`src/rtl/rx78_pkg.sv`:
```
// Shared types and constants for the rx78 EXT RAM upload path.
package rx78_pkg;

  typedef enum logic [1:0] {
    IDLE = 2'd0,
    REQ  = 2'd1,
    DONE = 2'd2
  } rx78_state_t;

  localparam logic [7:0] RX78_UPLOAD_INDEX = 8'd2;
  localparam int         RX78_EXTRAM_BYTES = 16384;

endpackage

```
`src/rtl/rx78_ram_upload.sv`:
```
// Serves HPS upload (read-back) byte reads from the rx78 EXT RAM second port
// and tracks whether EXT RAM has been modified since the last complete upload.
//
// state | meaning
// ------+-----------------------------------------------------------------
// IDLE  | no read outstanding; unselected strobes answer 8'hFF
// REQ   | mem_rd held, ioctl_wait high, waiting for mem_ack or timeout
// DONE  | read data registered; a strobe arriving here is accepted directly
import rx78_pkg::*;

module rx78_ram_upload #(
  parameter int         ADDR_W       = 14,
  parameter int         MEM_BYTES    = RX78_EXTRAM_BYTES,
  parameter logic [7:0] UPLOAD_INDEX = RX78_UPLOAD_INDEX,
  parameter int         TIMEOUT      = 63
) (
  input  logic              clk_sys,
  input  logic              reset_n,
  input  logic              ext_en,
  input  logic              ioctl_upload,
  input  logic [7:0]        ioctl_index,
  input  logic              ioctl_rd,
  input  logic [24:0]       ioctl_addr,
  output logic [7:0]        ioctl_din,
  output logic              ioctl_wait,
  output logic [ADDR_W-1:0] mem_addr,
  output logic              mem_rd,
  input  logic              mem_ack,
  input  logic [7:0]        mem_q,
  input  logic              cpu_ram_we,
  output logic              dirty,
  output logic              busy,
  output logic              timeout_err
);

  rx78_state_t state;
  logic [5:0]  timer;
  logic        upload_q;
  logic        last_seen;

  logic index_hit;
  logic addr_in_range;
  logic sel_rd;
  logic up_rise;
  logic up_fall;
  logic tmo_hit;
  logic at_last_addr;

  assign index_hit     = (ioctl_index == UPLOAD_INDEX);
  assign addr_in_range = (ioctl_addr < 25'(MEM_BYTES));
  assign sel_rd        = ioctl_rd && ioctl_upload && index_hit && ext_en && addr_in_range;
  assign up_rise       = ioctl_upload && !upload_q && index_hit;
  assign up_fall       = !ioctl_upload && upload_q;
  // timer starts at 0 on entry to REQ, so hitting TIMEOUT-1 here means
  // ioctl_wait has been high for exactly TIMEOUT cycles
  assign tmo_hit       = (timer == 6'(TIMEOUT - 1));
  assign at_last_addr  = (mem_addr == ADDR_W'(MEM_BYTES - 1));

  // Read-handshake FSM with registered outputs, session error and last-address tracking
  always_ff @(posedge clk_sys or negedge reset_n) begin
    if (!reset_n) begin
      state       <= IDLE;
      ioctl_din   <= 8'hFF;
      ioctl_wait  <= 1'b0;
      mem_addr    <= '0;
      mem_rd      <= 1'b0;
      busy        <= 1'b0;
      timer       <= '0;
      timeout_err <= 1'b0;
      last_seen   <= 1'b0;
    end else begin
      if (up_rise) begin
        timeout_err <= 1'b0;
        last_seen   <= 1'b0;
      end
      case (state)
        IDLE, DONE: begin
          if (sel_rd) begin
            mem_addr   <= ioctl_addr[ADDR_W-1:0];
            mem_rd     <= 1'b1;
            ioctl_wait <= 1'b1;
            timer      <= '0;
            busy       <= 1'b1;
            state      <= REQ;
          end else begin
            if (ioctl_rd) ioctl_din <= 8'hFF;
            busy  <= 1'b0;
            state <= IDLE;
          end
        end
        REQ: begin
          // a dropped session wins over a same-cycle ack: the host is gone
          if (!ioctl_upload) begin
            mem_rd     <= 1'b0;
            ioctl_wait <= 1'b0;
            busy       <= 1'b0;
            state      <= IDLE;
          end else if (mem_ack) begin
            ioctl_din  <= mem_q;
            mem_rd     <= 1'b0;
            ioctl_wait <= 1'b0;
            state      <= DONE;
            if (at_last_addr) last_seen <= 1'b1;
          end else if (tmo_hit) begin
            ioctl_din   <= 8'hFF;
            timeout_err <= 1'b1;
            mem_rd      <= 1'b0;
            ioctl_wait  <= 1'b0;
            state       <= DONE;
          end else if (timer != 6'h3F) begin
            timer <= timer + 6'd1;
          end
        end
        default: begin
          mem_rd     <= 1'b0;
          ioctl_wait <= 1'b0;
          busy       <= 1'b0;
          state      <= IDLE;
        end
      endcase
    end
  end

  // Session edge detect and dirty flag; a CPU write beats a same-cycle clear
  always_ff @(posedge clk_sys or negedge reset_n) begin
    if (!reset_n) begin
      upload_q <= 1'b0;
      dirty    <= 1'b0;
    end else begin
      upload_q <= ioctl_upload;
      if (cpu_ram_we)
        dirty <= 1'b1;
      else if (up_fall && last_seen && !timeout_err)
        dirty <= 1'b0;
    end
  end

endmodule

```
`config.mk`:
```
export PLATFORM = sky130hd
export DESIGN_NAME = rx78_ram_upload
export DESIGN_NICKNAME = d
export VERILOG_FILES = /design/src/rtl/rx78_pkg.sv /design/src/rtl/rx78_ram_upload.sv
export SDC_FILE = /design/constraint.sdc
export NUM_CORES = 1
export LEC_CHECK = 0
export BUFFER_PORTS_ARGS = -buffer_cell sky130_fd_sc_hd__buf_2
export CAP_MARGIN = 0
export CORE_MARGIN = 2
export CORE_UTILIZATION = 44
export CTS_BUF_LIST = sky130_fd_sc_hd__clkbuf_4
export DETAILED_ROUTE_END_ITERATION = 16
export GPL_TIMING_DRIVEN = 0
export PLACE_DENSITY = 0.78
export SLEW_MARGIN = 20
export SYNTH_ARGS = -nofsm -noshare
export SYNTH_HDL_FRONTEND = slang
export SYNTH_SLANG_ARGS = --single-unit
```
`constraint.sdc`:
```
create_clock -name clk_sys -period 1.6 [get_ports clk_sys]
set_input_delay 0.16 -clock clk_sys [delete_from_list [all_inputs] [get_ports clk_sys]]
set_output_delay 0.16 -clock clk_sys [all_outputs]
set_load 0.02 [all_outputs]
```
==> results.md <==
- Final setup violation count: 15
- I/O Buffers: 74
- Worst-Skew Late Latency: 340 ps
- Num ports: 75
- Multi-input gate area: 827.0 um2
- Crit. End Element: flip-flop
- Num CTS Buffers: 5
- Fmax: 580.8 MHz
- Die width: 67.26 um
- DR vias: 1473
- Crit path DAT: 1950 ps
- Synth area leader: dfrtp_1
- Yosys warns: 0
- R2R depth: 6
- Final worst slack: -121.7 ps
- Reg-to-reg setup timing slack: -30 ps
- RSZ-0062 raised after global routing: true
- Synthesis-to-finish area growth: 39.80%
- Worst slew pin tran: 781.3 ps
- Relative slew slack: 0.4792
- Layout Utilization: 0.6574
- Reg clk slew, reported paths: 100 ps
- Leak Pwr: 0.001249 uW
- Min Tclk post-route: 1722 ps
- Slew Viols, Final: 0
- Synthesized Nets: 198
- Clock Skew: 8.420 ps
- Failing checks: negative setup slack
- Hold Path Class: input port to flip-flop
- Status: complete, but fails checks
- Antenna diodes: 0
- Residual DRC count: 0
- Yosys top cell area share: 0.3980
- WP data required: 1830 ps
- DRT Wirelength: 4002 um
- Syn_area_per_cell: 11.89 um2
- Largest net degree at the start of global routing: 37
- PwrDens: 613.0 nW/um2
- Crit Path Category: input port to flip-flop
- Crit start category: input port
- Yosys reg bits: 36
- Htree depth: 2
- Final-stage net count: 291
- Filler cells: 322
- Post-synthesis cell count: 148
- CTS Buffer Depth: 2
- Hold EP: dirty
- Post-DP HPWL: 2774 um
- DRT antenna net count: 0
- Final hold slack: 7.861 ps
- # clock sinks: 36
- Worst reg2reg path startpoint: state[0]
- Number of flops mapped to enable cells by yosys: 0
- Die area: 4523 um2
- Final hold violation count: 0
- Global-route wire length before repair: 6037 um
- WL/cell: 13.80 um
- Initial antenna violation count: 0
- GRT Total Usage: 0.1837
- Max-Cap Viols: 0
- Synth top area cells: dfrtp_1 40%, dfstp_2 12%, mux2_4 8.5%
- Synth async-reset ratio: 1.000
- Cell Rows: 22
- Ys flop type: dfrtp_1
- Commonest cells in the netlist: 28 x dfrtp_1, 12 x inv_1, 10 x mux2_4, 10 x nor2_1, 10 x o21ai_0
- GPL Wtd Cong: 0.7645
- Die Height: 67.26 um
- Vias/cell: 5.079
- Layout cells sized above 1: 0.5785
- Tcrit/Tclk final: 1.076
- Grt ovf: 0
- Setup WS pre-CTS: -604.1 ps
- Unique masters post-synth: 38
- Starting Density: 0.4703
- CTS tree: done
- Vias in the first global route: 1378
- Worst vdd ir: 419.1 uV
- RR Endpoint: mem_addr[4]
- Number of DRC markers in iteration 0: 55
- Pre-antenna DRT Iters: 4
- Crit Path Max Fanout: 10
- Post-synthesis sequential area ratio: 0.5174
- FF+latch area: 912.1 um2
- Core Area: 3744 um2
- Clock Root Buffer: clkbuf_4
- Most common cell in the synthesized netlist: dfrtp_1
- Hold Path Origin: cpu_ram_we
- Mapped Area: 1760 um2
- WHS Path Cells: 2
-- metrics by stage --
step / TNS, ps / total power (uW) / instances / area, um2
6_report: -1446 / 1509 / 290 / 2461
5_1_grt: -2352 / 1560 / 290 / 2461
4_1_cts: -1237 / 1516 / 284 / 2350
3_5_place_dp: -14880 / 1030 / 270 / 2191
3_3_place_gp: -14250 / 1028 / 270 / 2191
2_1_floorplan: -8453 / 952.0 / 148 / 1760
-- power breakdown --
part	switching [uW]	internal, uW	total, uW
Combinational	48.2	64.8	113
Clock	298	184	482
Sequential	1.95	912	914
-- cell type report --
cell class | count | share of cell area
well taps | 48 | 0.02440
flip-flops and latches | 36 | 0.3706
clock buffers | 6 | 0.01830
clock inverters | 2 | 0.004575
repair buffers | 87 | 0.2028
inverters | 12 | 0.01830
plain buffers | 5 | 0.02491
multi-input cells | 94 | 0.3360
-- state kept, by name (all words and copies together) (netlist names) --
signal	count
upload_q	1
state	2
timer	6
ioctl_din	8
mem_rd	1
mem_addr	14
busy	1
dirty	1
last_seen	1
timeout_err	1
-- layout by cell type (no fill, tap or decap), drive strengths merged, types with 2 or more instances in the layout --
cell type	n
a21o	3
a31o	2
a31oi	2
buf	90
clkbuf	6
dfrtp	28
dfstp	8
dlygate4sd3	2
ha	2
inv	12
mux2	14
mux2i	8
nand2	9
nand3	3
nand4	5
nand4bb	2
nor2	11
nor2b	2
nor3	2
nor4	2
o211ai	2
o21ai	11
o22ai	2
or4	2
-- worst max-delay path, stage by stage --
cell    delay [ps]
buf_6           90
or4_4          520
or4_4          540
nor2_4         170
buf_12         170
mux2_4         300
-- per-layer routing --
metal | routed length, um | GRT usage | vias to the layer above
met4 | 69 | 0.07908 | 0
met1 | 1726 | 0.2240 | 688
li1 | - | - | 717
met3 | 287 | 0.05000 | 9
met5 | 0 | 0 | -
met2 | 1919 | 0.3057 | 59
-- timing repair --
action | in CTS | in global routing
buffers inserted | 5 | 6
pin swaps | 0 | 7
setup endpoints to repair | 25 | 30
hold buffers | 2 | 0
gates resized for setup | 9 | 22
hold endpoints to repair | 29 | 0
-- worst max-delay path by stage --
stage / from / to / slack, ps / depth (start not counted)
after global placement: ioctl_index[3] / mem_addr[11] / -580 / 7
after floorplan: ioctl_index[3] / mem_addr[10] / -400 / 6
after global routing: ioctl_index[3] / mem_addr[4] / -160 / 6
after detailed placement: ioctl_index[3] / mem_addr[12] / -600 / 7
after CTS: ioctl_index[3] / mem_addr[4] / -110 / 6
final: ioctl_index[3] / mem_addr[4] / -120 / 6
-- logic make-up after synthesis --
group / count (synthesis) / share of synthesized area
buffers and inverters: 18 / 0.06681
and+or+nand+nor: 45 / 0.1464
adders and majority gates: 2 / 0.01421
DFF: 36 / 0.5174
AOI/OAI and AO/OA: 25 / 0.09879
muxes: 22 / 0.1564
No activity file was read; power rests on OpenSTA's default activity.
